$ cat src/rtl/lsu_pkg.sv
// Shared encodings for the load/store bus adapter: op/size codes, fault codes,
// FSM states and the per-size byte mask.
package lsu_pkg;

  localparam logic [1:0] MEM_OP_NONE  = 2'b00;
  localparam logic [1:0] MEM_OP_LOAD  = 2'b01;
  localparam logic [1:0] MEM_OP_STORE = 2'b10;
  localparam logic [1:0] MEM_OP_RSVD  = 2'b11;

  localparam logic [2:0] MEM_SEL_B  = 3'b000;
  localparam logic [2:0] MEM_SEL_H  = 3'b001;
  localparam logic [2:0] MEM_SEL_W  = 3'b010;
  localparam logic [2:0] MEM_SEL_D  = 3'b011;
  localparam logic [2:0] MEM_SEL_BU = 3'b100;
  localparam logic [2:0] MEM_SEL_HU = 3'b101;
  localparam logic [2:0] MEM_SEL_WU = 3'b110;

  localparam logic [1:0] FAULT_OK  = 2'b00;
  localparam logic [1:0] FAULT_ILL = 2'b01;
  localparam logic [1:0] FAULT_BUS = 2'b10;
  localparam logic [1:0] FAULT_TMO = 2'b11;

  typedef enum logic [1:0] {ST_IDLE = 2'd0, ST_BUSY = 2'd1, ST_RESP = 2'd2} lsu_state_e;

  // Control fields of an accepted request, held for the whole bus cycle
  typedef struct packed {
    logic       is_load;
    logic [2:0] sel;
    logic [4:0] rd;
  } lsu_ctl_t;

  function automatic logic [7:0] size_mask(input logic [1:0] sz);
    case (sz)
      2'b00:   return 8'h01;
      2'b01:   return 8'h03;
      2'b10:   return 8'h0F;
      default: return 8'hFF;
    endcase
  endfunction

endpackage

$ cat src/rtl/lsu_bus_adapter_if.sv
// MEM-stage request/response and data-bus signals of the load/store adapter.
// master = adapter side, slave = pipeline + bus slave side.
interface lsu_bus_adapter_if #(parameter int XLEN = 32);
  localparam int LANES = XLEN / 8;

  logic             req_valid;
  logic             req_ready;
  logic [1:0]       mem_op;
  logic [2:0]       mem_sel;
  logic [XLEN-1:0]  addr;
  logic [XLEN-1:0]  wdata;
  logic [4:0]       rd_in;
  logic             resp_valid;
  logic [XLEN-1:0]  resp_rdata;
  logic [4:0]       resp_rd;
  logic [1:0]       resp_fault;
  logic             stall;
  logic             bus_req;
  logic             bus_re;
  logic [LANES-1:0] bus_we;
  logic [XLEN-1:0]  bus_addr;
  logic [XLEN-1:0]  bus_wdata;
  logic             bus_ack;
  logic             bus_err;
  logic [XLEN-1:0]  bus_rdata;

  modport master (
    input  req_valid, mem_op, mem_sel, addr, wdata, rd_in, bus_ack, bus_err, bus_rdata,
    output req_ready, resp_valid, resp_rdata, resp_rd, resp_fault, stall,
           bus_req, bus_re, bus_we, bus_addr, bus_wdata
  );

  modport slave (
    output req_valid, mem_op, mem_sel, addr, wdata, rd_in, bus_ack, bus_err, bus_rdata,
    input  req_ready, resp_valid, resp_rdata, resp_rd, resp_fault, stall,
           bus_req, bus_re, bus_we, bus_addr, bus_wdata
  );
endinterface

$ cat src/rtl/lsu_lane_align.sv
// Byte-lane steering: store data replication + write enables, and load data
// extraction with sign/zero extension.
module lsu_lane_align
  import lsu_pkg::*;
#(
  parameter int XLEN  = 32,
  parameter int LANES = XLEN / 8,
  parameter int OFFW  = $clog2(LANES)
) (
  input  logic [2:0]       sel,
  input  logic [OFFW-1:0]  off,
  input  logic [XLEN-1:0]  wdata,
  input  logic [XLEN-1:0]  rdata,
  output logic [LANES-1:0] we,
  output logic [XLEN-1:0]  wdata_lane,
  output logic [XLEN-1:0]  rdata_ext
);
  logic [LANES-1:0][7:0] wb, rep;
  logic [XLEN-1:0]       sh;

  assign wb = wdata;
  assign we = LANES'(size_mask(sel[1:0])) << off;

  // Each lane repeats the low bytes of the datum so any offset sees it on its lanes
  for (genvar i = 0; i < LANES; i++) begin : g_lane
    assign rep[i] = (sel[1:0] == 2'b00) ? wb[0]   :
                    (sel[1:0] == 2'b01) ? wb[i%2] :
                    (sel[1:0] == 2'b10) ? wb[i%4] : wb[i];
  end
  assign wdata_lane = rep;

  assign sh = rdata >> {off, 3'b000};

  always_comb begin
    case (sel)
      MEM_SEL_B:  rdata_ext = XLEN'($signed(sh[7:0]));
      MEM_SEL_H:  rdata_ext = XLEN'($signed(sh[15:0]));
      MEM_SEL_W:  rdata_ext = XLEN'($signed(sh[31:0]));
      MEM_SEL_BU: rdata_ext = XLEN'(sh[7:0]);
      MEM_SEL_HU: rdata_ext = XLEN'(sh[15:0]);
      MEM_SEL_WU: rdata_ext = XLEN'(sh[31:0]);
      default:    rdata_ext = sh;
    endcase
  end
endmodule

$ cat src/rtl/lsu_bus_adapter.sv
// Load/store unit front end: turns MEM-stage accesses into req/ack bus cycles
// with alignment checks, lane steering, bus-error/timeout faults and stall.
module lsu_bus_adapter
  import lsu_pkg::*;
#(
  parameter int XLEN    = 32,
  parameter int TIMEOUT = 16
) (
  input logic              clk,
  input logic              rst,
  lsu_bus_adapter_if.master lsu
);
  localparam int LANES = XLEN / 8;
  localparam int OFFW  = $clog2(LANES);
  localparam int CW    = $clog2(TIMEOUT);

  lsu_state_e       state, nstate;
  lsu_ctl_t         ctl_q;
  logic [OFFW-1:0]  off_q;
  logic [CW-1:0]    cnt;
  logic             bus_req_q, bus_re_q;
  logic [LANES-1:0] bus_we_q;
  logic [XLEN-1:0]  bus_addr_q, bus_wdata_q, rdata_q;
  logic [1:0]       fault_q;

  logic             is_ld, is_st, bad_req, start, term;
  logic [1:0]       term_fault;
  logic [2:0]       al_sel;
  logic [OFFW-1:0]  al_off;
  logic [LANES-1:0] al_we;
  logic [XLEN-1:0]  al_wdata, al_rdata;

  // Idle: steer the incoming store; busy: extract from the latched request
  assign al_sel = (state == ST_IDLE) ? lsu.mem_sel : ctl_q.sel;
  assign al_off = (state == ST_IDLE) ? lsu.addr[OFFW-1:0] : off_q;

  lsu_lane_align #(.XLEN(XLEN)) u_align (
    .sel(al_sel), .off(al_off), .wdata(lsu.wdata), .rdata(lsu.bus_rdata),
    .we(al_we), .wdata_lane(al_wdata), .rdata_ext(al_rdata)
  );

  always_comb begin
    is_ld   = lsu.mem_op == MEM_OP_LOAD;
    is_st   = lsu.mem_op == MEM_OP_STORE;
    bad_req = (lsu.mem_op == MEM_OP_RSVD) || (lsu.mem_sel == 3'b111)
           || ((XLEN == 32) && (lsu.mem_sel == MEM_SEL_D || lsu.mem_sel == MEM_SEL_WU))
           || (is_st && lsu.mem_sel[2])
           || (lsu.mem_sel[1:0] == 2'b01 && lsu.addr[0])
           || (lsu.mem_sel[1:0] == 2'b10 && lsu.addr[1:0] != 2'b00)
           || (lsu.mem_sel[1:0] == 2'b11 && lsu.addr[2:0] != 3'b000);
    start      = lsu.req_valid && (lsu.mem_op != MEM_OP_NONE);
    nstate     = state;
    term       = 1'b0;
    term_fault = FAULT_OK;
    case (state)
      ST_IDLE: if (start) nstate = bad_req ? ST_RESP : ST_BUSY;
      ST_BUSY: begin
        if (lsu.bus_err) begin
          term = 1'b1; term_fault = FAULT_BUS;
        end else if (lsu.bus_ack) begin
          term = 1'b1; term_fault = FAULT_OK;
        end else if (cnt == CW'(TIMEOUT - 1)) begin
          term = 1'b1; term_fault = FAULT_TMO;
        end
        if (term) nstate = ST_RESP;
      end
      default: nstate = ST_IDLE;
    endcase
  end

  always_ff @(posedge clk or posedge rst)
    if (rst) state <= ST_IDLE;
    else     state <= nstate;

  always_ff @(posedge clk or posedge rst) begin
    if (rst) begin
      ctl_q <= '0; off_q <= '0; cnt <= '0;
      bus_req_q <= 1'b0; bus_re_q <= 1'b0; bus_we_q <= '0;
      bus_addr_q <= '0; bus_wdata_q <= '0; rdata_q <= '0; fault_q <= FAULT_OK;
    end else begin
      case (state)
        ST_IDLE: if (start) begin
          ctl_q   <= '{is_load: is_ld, sel: lsu.mem_sel, rd: lsu.rd_in};
          off_q   <= lsu.addr[OFFW-1:0];
          rdata_q <= '0;
          fault_q <= FAULT_ILL;
          if (!bad_req) begin
            bus_req_q   <= 1'b1;
            bus_re_q    <= is_ld;
            bus_we_q    <= is_st ? al_we : '0;
            bus_addr_q  <= {lsu.addr[XLEN-1:OFFW], {OFFW{1'b0}}};
            bus_wdata_q <= is_st ? al_wdata : '0;
          end
        end
        ST_BUSY: begin
          cnt <= cnt + 1'b1;
          if (term) begin
            cnt       <= '0;
            bus_req_q <= 1'b0;
            bus_re_q  <= 1'b0;
            bus_we_q  <= '0;
            fault_q   <= term_fault;
            rdata_q   <= (term_fault == FAULT_OK && ctl_q.is_load) ? al_rdata : '0;
          end
        end
        default: ;
      endcase
    end
  end

  assign lsu.req_ready  = state == ST_IDLE;
  assign lsu.stall      = state != ST_IDLE;
  assign lsu.resp_valid = state == ST_RESP;
  assign lsu.resp_rdata = lsu.resp_valid ? rdata_q : '0;
  assign lsu.resp_fault = lsu.resp_valid ? fault_q : FAULT_OK;
  assign lsu.resp_rd    = lsu.resp_valid ? ctl_q.rd : 5'd0;
  assign lsu.bus_req    = bus_req_q;
  assign lsu.bus_re     = bus_re_q;
  assign lsu.bus_we     = bus_we_q;
  assign lsu.bus_addr   = bus_addr_q;
  assign lsu.bus_wdata  = bus_wdata_q;
endmodule
$ cat src/flat_wrapper.sv
// flat-port wrapper written by rule: the top's interface ports become plain ports
module lsu_bus_adapter_flat import lsu_pkg::*;
#(
  parameter int XLEN    = 32,
  parameter int TIMEOUT = 16
)
  (clk, rst, lsu_req_valid, lsu_mem_op, lsu_mem_sel, lsu_addr, lsu_wdata, lsu_rd_in, lsu_bus_ack, lsu_bus_err, lsu_bus_rdata, lsu_req_ready, lsu_resp_valid, lsu_resp_rdata, lsu_resp_rd, lsu_resp_fault, lsu_stall, lsu_bus_req, lsu_bus_re, lsu_bus_we, lsu_bus_addr, lsu_bus_wdata);
  lsu_bus_adapter_if #(.XLEN(XLEN)) lsu_i ();
  input logic clk;
  input logic rst;
  input wire logic [$bits(lsu_i.req_valid)-1:0] lsu_req_valid;
  input wire logic [$bits(lsu_i.mem_op)-1:0] lsu_mem_op;
  input wire logic [$bits(lsu_i.mem_sel)-1:0] lsu_mem_sel;
  input wire logic [$bits(lsu_i.addr)-1:0] lsu_addr;
  input wire logic [$bits(lsu_i.wdata)-1:0] lsu_wdata;
  input wire logic [$bits(lsu_i.rd_in)-1:0] lsu_rd_in;
  input wire logic [$bits(lsu_i.bus_ack)-1:0] lsu_bus_ack;
  input wire logic [$bits(lsu_i.bus_err)-1:0] lsu_bus_err;
  input wire logic [$bits(lsu_i.bus_rdata)-1:0] lsu_bus_rdata;
  output wire logic [$bits(lsu_i.req_ready)-1:0] lsu_req_ready;
  output wire logic [$bits(lsu_i.resp_valid)-1:0] lsu_resp_valid;
  output wire logic [$bits(lsu_i.resp_rdata)-1:0] lsu_resp_rdata;
  output wire logic [$bits(lsu_i.resp_rd)-1:0] lsu_resp_rd;
  output wire logic [$bits(lsu_i.resp_fault)-1:0] lsu_resp_fault;
  output wire logic [$bits(lsu_i.stall)-1:0] lsu_stall;
  output wire logic [$bits(lsu_i.bus_req)-1:0] lsu_bus_req;
  output wire logic [$bits(lsu_i.bus_re)-1:0] lsu_bus_re;
  output wire logic [$bits(lsu_i.bus_we)-1:0] lsu_bus_we;
  output wire logic [$bits(lsu_i.bus_addr)-1:0] lsu_bus_addr;
  output wire logic [$bits(lsu_i.bus_wdata)-1:0] lsu_bus_wdata;
  assign lsu_i.req_valid = lsu_req_valid;
  assign lsu_i.mem_op = lsu_mem_op;
  assign lsu_i.mem_sel = lsu_mem_sel;
  assign lsu_i.addr = lsu_addr;
  assign lsu_i.wdata = lsu_wdata;
  assign lsu_i.rd_in = lsu_rd_in;
  assign lsu_i.bus_ack = lsu_bus_ack;
  assign lsu_i.bus_err = lsu_bus_err;
  assign lsu_i.bus_rdata = lsu_bus_rdata;
  assign lsu_req_ready = lsu_i.req_ready;
  assign lsu_resp_valid = lsu_i.resp_valid;
  assign lsu_resp_rdata = lsu_i.resp_rdata;
  assign lsu_resp_rd = lsu_i.resp_rd;
  assign lsu_resp_fault = lsu_i.resp_fault;
  assign lsu_stall = lsu_i.stall;
  assign lsu_bus_req = lsu_i.bus_req;
  assign lsu_bus_re = lsu_i.bus_re;
  assign lsu_bus_we = lsu_i.bus_we;
  assign lsu_bus_addr = lsu_i.bus_addr;
  assign lsu_bus_wdata = lsu_i.bus_wdata;
  lsu_bus_adapter #(.XLEN(XLEN), .TIMEOUT(TIMEOUT)) u_core (.clk(clk), .rst(rst), .lsu(lsu_i));
endmodule
$ cat config.mk
export PLATFORM = sky130hd
export DESIGN_NAME = lsu_bus_adapter_flat
export DESIGN_NICKNAME = d
export VERILOG_FILES = /design/src/rtl/lsu_pkg.sv /design/src/rtl/lsu_bus_adapter_if.sv /design/src/rtl/lsu_lane_align.sv /design/src/rtl/lsu_bus_adapter.sv /design/src/flat_wrapper.sv
export SDC_FILE = /design/constraint.sdc
export NUM_CORES = 1
export LEC_CHECK = 0
export ABC_CLOCK_PERIOD_IN_PS = 5420
export CAP_MARGIN = 20
export CELL_PAD_IN_SITES_DETAIL_PLACEMENT = 0
export CELL_PAD_IN_SITES_GLOBAL_PLACEMENT = 2
export CORE_MARGIN = 10
export CORE_UTILIZATION = 25
export DETAILED_ROUTE_END_ITERATION = 8
export PLACE_DENSITY = 0.83
export SYNTH_ARGS = -nofsm -noshare
export SYNTH_HDL_FRONTEND = slang
export SYNTH_SLANG_ARGS = --single-unit
export TNS_END_PERCENT = 50
$ cat constraint.sdc
create_clock -name clk -period 5.42 [get_ports clk]
set_input_delay 1.084 -clock clk [delete_from_list [all_inputs] [get_ports clk]]
set_output_delay 1.084 -clock clk [all_outputs]
set_load 0.1 [all_outputs]
==> results.rst <==
.. list-table::
   :header-rows: 1

   * - Metric
     - Value
   * - Number of sinks on the clock net
     - 119
   * - Post-synthesis instance area
     - 5759 sq um
   * - Critical path data required time
     - 4.34 ns
   * - Final min period
     - 3.951 ns
   * - Vias after detailed routing
     - 5,324
   * - Data arrival time at the worst-slack endpoint
     - 2.87 ns
   * - Starting density of the core
     - 25.44%
   * - Synthesized area per cell
     - 9.171 sq um
   * - Average wire per cell in the routed design
     - 19.17 um
   * - Post-CTS setup repair buffer count
     - 0
   * - Final core occ
     - 39.34%
   * - Gr ovfl total
     - 0
   * - Height of the die
     - 171.8 um
   * - Final number of max-transition violations
     - 0
   * - Number of antenna repair diodes
     - 0
   * - Number of DRC violations after detailed routing
     - 0
   * - Number of buffers between clock root and the deepest sink
     - 2
   * - Largest cells by area after synthesis
     - dfrtp_1, nand2_1, mux2i_1
   * - Initial antenna violation count
     - 0
   * - Maximum vdd drop
     - 358.6 uV
   * - Number of DRC markers in iteration 0
     - 329
   * - Post-synthesis instance total
     - 628
   * - Type of the tightest min-delay check
     - flop to flop
   * - Setup TNS after final layout
     - 0 ns
   * - Largest family of logic cells by synthesized area
     - simple AND/OR/NAND/NOR gates
   * - Per-cell via count in the routed design
     - 4.682
   * - Growth of design area from synthesis to finish
     - 54.64%
   * - Skew final
     - 0.01240 ns
   * - Number of rows in the core area
     - 55
   * - Maximum number of pins on one net before global-route repair
     - 62
   * - Slew @ Worst Pin
     - 1.087 ns
   * - Clock transition at path regs
     - 0.05 ns
   * - Overall routing resource usage
     - 14.71%
   * - RD Place Congestion
     - 0.7851
   * - Deepest level of the CTS H-tree
     - 4
   * - Post-Synth XOR/XNOR Area
     - 0%
   * - Fmax
     - 0.2531 GHz
   * - Placement Setup Slack
     - 1.599 ns
   * - Number of enable-type register cells in the synthesized netlist
     - 0
   * - Kind of end point of the critical path
     - output pin
   * - Crit Path Class
     - flop to output pin
   * - Fraction of layout cells with a size suffix above 1
     - 6.808%
   * - Wire length of the first global-routing pass
     - 33,240 um
   * - Final wirelength
     - 21,790 um
   * - Count of hold buffers inserted by post-cts repair
     - 0
   * - Compound-gate portion of the synthesized area
     - 13.23%
   * - Maximum net fanout on the critical path
     - 35
   * - Horiz. Die Dim
     - 171.8 um
   * - Core box area
     - 22,640 sq um
   * - Worst slew slack as a fraction of its limit
     - 27.30%
   * - Most area-hungry cell type in the Yosys netlist
     - dfrtp_1
   * - Predominant post-synthesis flop cell
     - dfrtp_1
   * - Post-detail-place hpwl
     - 15,660 um
   * - CTS tree
     - yes
   * - RSZ-0062 raised after global routing
     - no
   * - Result of the run
     - finished clean
   * - Number of endpoints with negative hold slack in the final report
     - 0
   * - I/O pins
     - 223
   * - Proportion of synthesized flip-flops having asynchronous set or reset
     - 100.0%
   * - Pre-Repair DR Iteration Count
     - 4
   * - Total design power
     - 4166 uW
   * - Count of input and output buffers
     - 220
   * - Post-CTS sizing
     - 0
   * - Number of different library cells in the post-synthesis netlist
     - 47
   * - Final period utilization
     - 72.89%
   * - Final setup violation count
     - 0
   * - Fin cells
     - 1,137
   * - Storage element area
     - 2978 sq um
   * - Mux contribution to synthesized area
     - 8.516%
   * - Net count of the finished layout
     - 952
   * - Ratio of total power to cell area
     - 467.7 nW/um^2
   * - Dpl cells
     - 1,106
   * - Slack of the critical path
     - 1.469 ns
   * - TritonCTS buffer count
     - 17
   * - DRT antenna net count
     - 0
   * - Post-Synth Adder-Cell Area
     - 0.2172%
   * - Sequential share of the synthesized area
     - 51.71%
   * - Via count of the first global-routing pass
     - 5,421
   * - Ys Warns
     - 0
   * - Multi-input gate area
     - 2625 sq um
   * - Max-Cap Viols
     - 0
   * - Total die area
     - 29,510 sq um
   * - Number of fillers in the final layout
     - 2,298
   * - Share of synthesized cell area in and, or, nand and nor gates
     - 23.01%
   * - Root buffer cell
     - clkbuf_16
   * - Kind of start point of the critical path
     - flop
   * - Clock latency on the worst-skew pair
     - 0.41 ns
   * - Post-synthesis register bit count
     - 119
   * - Area share of the largest cell type after synthesis
     - 51.71%
   * - Static leakage power
     - 0.004042 uW
==> cell families (layout without fill, tap and decap cells) <==
group	Yosys count	after routing
flops	119	119
simple gates	305	305
buf+inv	41	264
compound gates	114	114
mux	47	47
fa+ha+maj	1	1
other cells	1	2
==> layout make-up <==
cell class	count	area share, %
flip-flops and latches	119	33.44
clock inverters	9	1.939
inverters	2	0.1686
clock buffers	22	5.212
multi-input cells	469	29.47
repair buffers	231	25.77
well taps	285	4.004
==> Yosys cell counts, drive strengths merged, types with 4 or more instances <==
master,number
nand2,223
dfrtp,119
o21ai,58
mux2i,44
and2,41
clkbuf,31
nand3,13
nor2,10
a221o,9
a22o,8
a22oi,8
buf,8
o211ai,8
a32o,7
a21oi,4
o31ai,4
==> cell usage in the layout (no fill, tap or decap), types with 4 or more instances in the layout <==
cell type / instances
bufinv_16: 5
a32o_1: 7
o211ai_1: 8
clkdlybuf4s50_1: 220
and2_1: 41
buf_4: 9
o21ai_0: 57
nand3_1: 13
clkbuf_16: 17
dfrtp_1: 119
a221o_1: 9
mux2i_1: 40
a22oi_1: 8
o31ai_1: 4
nor2_1: 7
nand2_1: 223
a22o_1: 8
==> stage by stage <==
step	area [sq um]	hold WS, ns
after floorplan	5763	0.4374
after global placement	8264	0.4525
after detailed placement	8269	0.4583
after CTS	8906	0.4722
after global routing	8906	0.4942
final	8906	0.4673
==> worst paths after layout <==
| check | start | end | slack (ns) | cells past startpoint |
|---|---|---|---|---|
| worst max-delay path | u_core.state[0] | lsu_resp_fault[1] | 1.47 | 4 |
| worst min-delay path | u_core.lsu.bus_addr[24] | u_core.lsu.bus_addr[24] | 0.47 | 2 |
| worst max register to register | u_core.state[0] | u_core.rdata_q[8] | 2.32 | 7 |
| worst min register to register | u_core.lsu.bus_addr[24] | u_core.lsu.bus_addr[24] | 0.47 | 2 |
| max in group asynchronous | rst | u_core.rdata_q[26] | 3.45 | 3 |
| min in group asynchronous | rst | u_core.lsu.bus_wdata[24] | 1.16 | 2 |
==> flip-flops by register name, summed over array words and instances (netlist names) <==
name                  count
u_core.lsu.bus_wdata     32
u_core.lsu.bus_req        1
u_core.lsu.bus_we         4
u_core.state              2
u_core.lsu.bus_addr      30
u_core.ctl_q              9
u_core.fault_q            2
u_core.off_q              2
u_core.lsu.bus_re         1
u_core.cnt                4
u_core.rdata_q           32
==> power breakdown <==
| group | switching, uW | total, uW | internal (uW) |
|---|---|---|---|
| clock network | 412 | 1250 | 836 |
| registers | 91.5 | 1130 | 1040 |
| logic | 1350 | 1790 | 437 |
==> critical path, cell delays in order, from the launching register on <==
cell             delay, ns
dfrtp_1               0.45
nor2b_2               0.28
buf_4                 0.34
and2_1                0.22
clkdlybuf4s50_1       1.15
==> metal layers <==
metal | share of wire, % | wire length, um | track usage, % | vias to the layer above
met3 | 12 | 2647 | 7.334 | 14
met1 | 44 | 9529 | 18.52 | 2536
li1 | - | - | - | 2558
met2 | 43 | 9414 | 21.68 | 216
met4 | 0.93 | 202 | 4.160 | 0
met5 | 0 | 0 | 0 | -
Note: power is estimated with default switching activity, not from simulation.
